`src/rtl/h2c_ctrl.sv`:
```
// H2C capture sequencer: gates packet acceptance, kicks the DUT once per
// received packet and waits for its completion, with optional timeout and abort.
module h2c_ctrl #(
  parameter int PKT_CNT_WIDTH = 16,
  parameter int TIMEOUT_WIDTH = 24
) (
  input  logic                     clk,
  input  logic                     rst,
  input  logic                     cfg_start,
  input  logic                     cfg_abort,
  input  logic [PKT_CNT_WIDTH-1:0] cfg_pkt_num,
  input  logic [TIMEOUT_WIDTH-1:0] cfg_timeout,
  output logic                     ctrl_h2c_en,
  input  logic                     ctrl_h2c_pkt_done,
  output logic                     dut_start,
  input  logic                     dut_done,
  output logic                     status_busy,
  output logic                     status_done,
  output logic                     status_timeout,
  output logic                     status_aborted,
  output logic [PKT_CNT_WIDTH-1:0] status_pkt_cnt
);

  typedef enum logic [1:0] {
    IDLE = 2'd0,
    RECV = 2'd1,
    KICK = 2'd2,
    WAIT = 2'd3
  } state_t;

  state_t                   r_state;
  logic [PKT_CNT_WIDTH-1:0] r_pkt_num;
  logic [PKT_CNT_WIDTH-1:0] r_pkt_cnt;
  logic [TIMEOUT_WIDTH-1:0] r_timeout;
  logic [TIMEOUT_WIDTH-1:0] r_to_cnt;
  logic                     r_h2c_en;
  logic                     r_dut_start;
  logic                     r_busy;
  logic                     r_done;
  logic                     r_timed_out;
  logic                     r_aborted;

  logic [PKT_CNT_WIDTH-1:0] w_cnt_next;
  logic                     w_last_pkt;
  logic                     w_to_hit;

  assign w_cnt_next = r_pkt_cnt + 1'b1;
  assign w_last_pkt = (w_cnt_next == r_pkt_num);
  // A zero timeout disables the limit; otherwise WAIT lasts at most r_timeout cycles.
  assign w_to_hit   = (r_timeout != '0) && (r_to_cnt == (r_timeout - 1'b1));

  always_ff @(posedge clk or posedge rst) begin
    if (rst) begin
      r_state     <= IDLE;
      r_pkt_num   <= '0;
      r_pkt_cnt   <= '0;
      r_timeout   <= '0;
      r_to_cnt    <= '0;
      r_h2c_en    <= 1'b0;
      r_dut_start <= 1'b0;
      r_busy      <= 1'b0;
      r_done      <= 1'b0;
      r_timed_out <= 1'b0;
      r_aborted   <= 1'b0;
    end else begin
      r_dut_start <= 1'b0;
      if (cfg_abort && (r_state != IDLE)) begin
        r_state   <= IDLE;
        r_h2c_en  <= 1'b0;
        r_busy    <= 1'b0;
        r_aborted <= 1'b1;
      end else begin
        case (r_state)
          IDLE: begin
            // A simultaneous abort drops the start request.
            if (cfg_start && !cfg_abort) begin
              r_pkt_cnt   <= '0;
              r_done      <= 1'b0;
              r_timed_out <= 1'b0;
              r_aborted   <= 1'b0;
              if (cfg_pkt_num != '0) begin
                r_pkt_num <= cfg_pkt_num;
                r_timeout <= cfg_timeout;
                r_state   <= RECV;
                r_h2c_en  <= 1'b1;
                r_busy    <= 1'b1;
              end else begin
                r_done    <= 1'b1;
              end
            end
          end
          RECV: begin
            // Dropping the enable on the tlast edge blocks any further beat.
            if (ctrl_h2c_pkt_done) begin
              r_state     <= KICK;
              r_h2c_en    <= 1'b0;
              r_dut_start <= 1'b1;
            end
          end
          KICK: begin
            r_state  <= WAIT;
            r_to_cnt <= '0;
          end
          WAIT: begin
            if (dut_done) begin
              r_pkt_cnt <= w_cnt_next;
              if (w_last_pkt) begin
                r_state <= IDLE;
                r_busy  <= 1'b0;
                r_done  <= 1'b1;
              end else begin
                r_state  <= RECV;
                r_h2c_en <= 1'b1;
              end
            end else if (w_to_hit) begin
              r_state     <= IDLE;
              r_busy      <= 1'b0;
              r_timed_out <= 1'b1;
            end else begin
              r_to_cnt <= r_to_cnt + 1'b1;
            end
          end
          default: begin
            r_state  <= IDLE;
            r_h2c_en <= 1'b0;
            r_busy   <= 1'b0;
          end
        endcase
      end
    end
  end

  assign ctrl_h2c_en    = r_h2c_en;
  assign dut_start      = r_dut_start;
  assign status_busy    = r_busy;
  assign status_done    = r_done;
  assign status_timeout = r_timed_out;
  assign status_aborted = r_aborted;
  assign status_pkt_cnt = r_pkt_cnt;

endmodule
```
`config.mk`:
```
export PLATFORM = sky130hd
export DESIGN_NAME = h2c_ctrl
export DESIGN_NICKNAME = d
export VERILOG_FILES = /design/src/rtl/h2c_ctrl.sv
export SDC_FILE = /design/constraint.sdc
export NUM_CORES = 1
export LEC_CHECK = 0
export CAP_MARGIN = 20
export CORE_ASPECT_RATIO = 1.25
export CORE_UTILIZATION = 45
export CTS_BUF_LIST = sky130_fd_sc_hd__clkbuf_16
export DETAILED_ROUTE_END_ITERATION = 6
export HOLD_SLACK_MARGIN = 0.12
export PLACE_DENSITY_LB_ADDON = 0.2
export SLEW_MARGIN = 25
export SYNTH_ARGS = -nofsm -noshare
export SYNTH_HDL_FRONTEND = slang
export SYNTH_SLANG_ARGS = --single-unit
export TNS_END_PERCENT = 5
```
`constraint.sdc`:
```
create_clock -name clk -period 4.4 [get_ports clk]
set_clock_uncertainty 0.15 [all_clocks]
set_input_delay 0.66 -clock clk [delete_from_list [all_inputs] [get_ports clk]]
set_output_delay 0.66 -clock clk [all_outputs]
set_load 0.005 [all_outputs]
```
==> results.ini <==
[grt]
gr-usage-all-layers_pct=23.89
grt_pass1_wl_mm=23.49
grt_max_degree=48
grtUsageMet1_pct=27.46
met2_usage_pct=41.78
met3_usage_pct=2.719
overflow=0
antenna_found_initial=0
grt_pass1_vias=4727
grt-busiest-layer=met2

[floorplanning]
initial_core_util_pct=46.77
pin_count=68
coreArea_um2=11780
dieWidth_um=101.0
rows=44
die-area_um2=12690
die_y_um=125.7

[cts]
clk_latency_ns=0.35
clkTransAtPathRegs_ns=0.07
clockBufferDepth=2
root_buffer=clkbuf_16
clock-sinks=88
cts_tree=done
cts_setup_buffers=0
cts_made_buffers=9
holdBufCountCts=0
cts_resized=0
htreeDepth=3

[sta]
slew-limit-headroom_pct=40.45
period_needed_ns=3.835
rsz0062_at_grt=no
timing.final.ws_setup_ns=0.5654
worstMarginPinSlew_ns=0.8850
finalHoldViolCount=0
fin_crit_sh_pct=87.15
fmax_mhz=260.8
finalSetupViolations=0
hold_slack_ns=0.3765
slew_violations=0
setup-tns-final_ns=0

[yosys]
synth_edf_count=0
synth_top_area_share_pct=39.96
synthCells=577
yosysWarningCount=0
synth_seq_cells=88
synth-async-reset-ratio_pct=100.0
synthFlopType=dfrtp_1
syn_avg_cell_area_um2=9.550
synth_nets=632
syn_area_um2=5510
yosysSeqAreaShare_pct=39.96
ys_types=56
netlist_top_cells_area=dfrtp_1 40%, mux2_2 8.2%, xnor2_1 4.8%
yosys.area.top_type=dfrtp_1

[detailed_routing]
via_per_inst=5.939
drt_iter0_drc=212
ant_nets=0
route.detailed.drc=0
routed_wl_mm=14.38
first_pass_iters=4
avgRoutedWirePerCell_um=17.98
dr_total_vias=4751

[critical_path]
required_ns=4.46
path_class=register to register
cp-start-kind=register
critPathMaxFanout=47
arrival_ns=3.90
cp-end-kind=register

[power]
power_switching_mw=1.235
seqPwrFrac_pct=40.9
power_frac_comb_pct=35.6
switching_share_pct=37.32
power.share.clock_pct=23.6
p_int_mw=2.075
leakagePower_nw=2.584
p_total_mw=3.310
powerDensity_nw_per_um2=501.7
vdd_ir_drop_max_mv=0.3054

[placement]
portBuffers=67
placedCellCount=784
dp_worst_setup_slack_ns=0.6279
place_area_um2=6302
hpwl_mm=10.55
globalplace.congestion=0.8751

[finish]
nets=689
final_area_um2=6598
seqCellArea_um2=2202
drive_gt1_share_pct=11.27
fin_util_pct=56.00
fill_cells=1126
syn2layout_area_growth_pct=19.73
antenna_cells=0
fin_cells=800
multi_input_area_um2=3137

[hold_path]
hold_class=register to register

[status]
status=complete, no violations

[flow_run]
maxCapViolCount=0

[critical path: stages (launching register included)]
cell and delay [ns]:
dfrtp_1 0.46, nor4_1 0.52, nand4b_1 0.36, o41ai_1 0.44
o2111ai_1 0.20, or4b_4 0.56, a2111oi_4 0.19, buf_4 0.43
nand2b_1 0.26, o21ai_0 0.12
[power by group through the flow]
stage / Sequential [mW] / Clock, mW / Combinational [mW]
2_1_floorplan: 1.24 / 0 / 0.910
3_3_place_gp: 1.36 / 0 / 1.14
3_5_place_dp: 1.37 / 0 / 1.17
4_1_cts: 1.35 / 0.791 / 1.18
5_1_grt: 1.39 / 0.825 / 1.30
6_report: 1.35 / 0.780 / 1.18
[kinds of logic after synthesis]
kind of cell             share of synthesized area [%]
adder cells (fa/ha/maj)                          2.044
flip-flops                                       39.96
multiplexers                                     9.083
XOR/XNOR                                         7.629
AND/OR/NAND/NOR                                  22.21
buffers and inverters                            3.111
AO/OA/AOI/OAI                                    15.96
[cells in the mapped netlist, drive strengths merged (5+ instances only)]
library cell  number
dfrtp             88
nand2             41
mux2              40
o21ai             34
a21oi             31
xnor2             30
nor2              29
nand3             27
clkbuf            22
o31ai             22
xor2              18
or4               16
nor4              15
nand2b            12
and3              11
inv               10
nand4             10
nor2b             10
or3               10
ha                 9
nor3               9
o211ai             8
and4               6
buf                6
and2               5
mux2i              5
o41ai              5
[final cells by class]
class | instances | share of cell area (%)
multi-input cells | 451 | 47.54
well taps | 161 | 3.053
clock buffers | 9 | 3.414
clock inverters | 7 | 1.062
inverters | 10 | 0.5879
flip-flops and latches | 88 | 33.38
repair buffers | 74 | 10.96
[per-layer routing]
layer  wire, um  up-vias
li1           -     2281
met1       5783     2320
met2       7470      109
met5          0        -
met4        737        0
met3        391       41
[flip-flops by register name, summed over array words and instances (netlist names)]
register and count:
status_done 1, status_timeout 1, r_to_cnt 24, status_pkt_cnt 16, dut_start 1, r_timeout 24
r_state 2, status_busy 1, status_aborted 1, r_pkt_num 16, ctrl_h2c_en 1
[layout by cell type (no fill, tap or decap), types with 3 or more instances in the layout]
cell type	synthesis	final
and4_1	6	6
or3b_2	3	3
and3_1	11	11
nor4_1	14	14
mux2_2	40	40
or2_2	3	3
or3_1	10	10
clkbuf_16	0	9
o311ai_0	3	3
clkdlybuf4s50_1	0	67
o41ai_1	5	5
and2_1	5	5
o211ai_1	8	8
mux2i_1	5	5
nor2_1	29	29
nand4_1	10	10
inv_1	10	9
nand2_1	41	41
o2111ai_1	3	3
ha_1	9	9
a21oi_1	31	31
o21ai_0	34	34
nand2b_1	12	12
or4_1	15	15
nor3b_1	3	3
buf_4	1	7
dfrtp_1	88	88
a31oi_1	4	4
xnor2_1	30	30
a211oi_1	4	4
nor3_1	9	9
xor2_1	18	18
nand3_1	27	27
nor2b_1	10	10
o31ai_1	22	22
[final timing paths]
kind	from	endpoint	slack [ns]	cells past startpoint
min	status_timeout	status_timeout	0.38	2
max reg2reg	r_timeout[2]	r_to_cnt[1]	0.57	9
max in group asynchronous	rst	r_to_cnt[3]	2.82	3
min reg2reg	status_timeout	status_timeout	0.38	2
min in group asynchronous	rst	r_pkt_num[3]	0.48	2
max	r_timeout[2]	r_to_cnt[1]	0.57	9
Power figures use the tool's default switching activity.
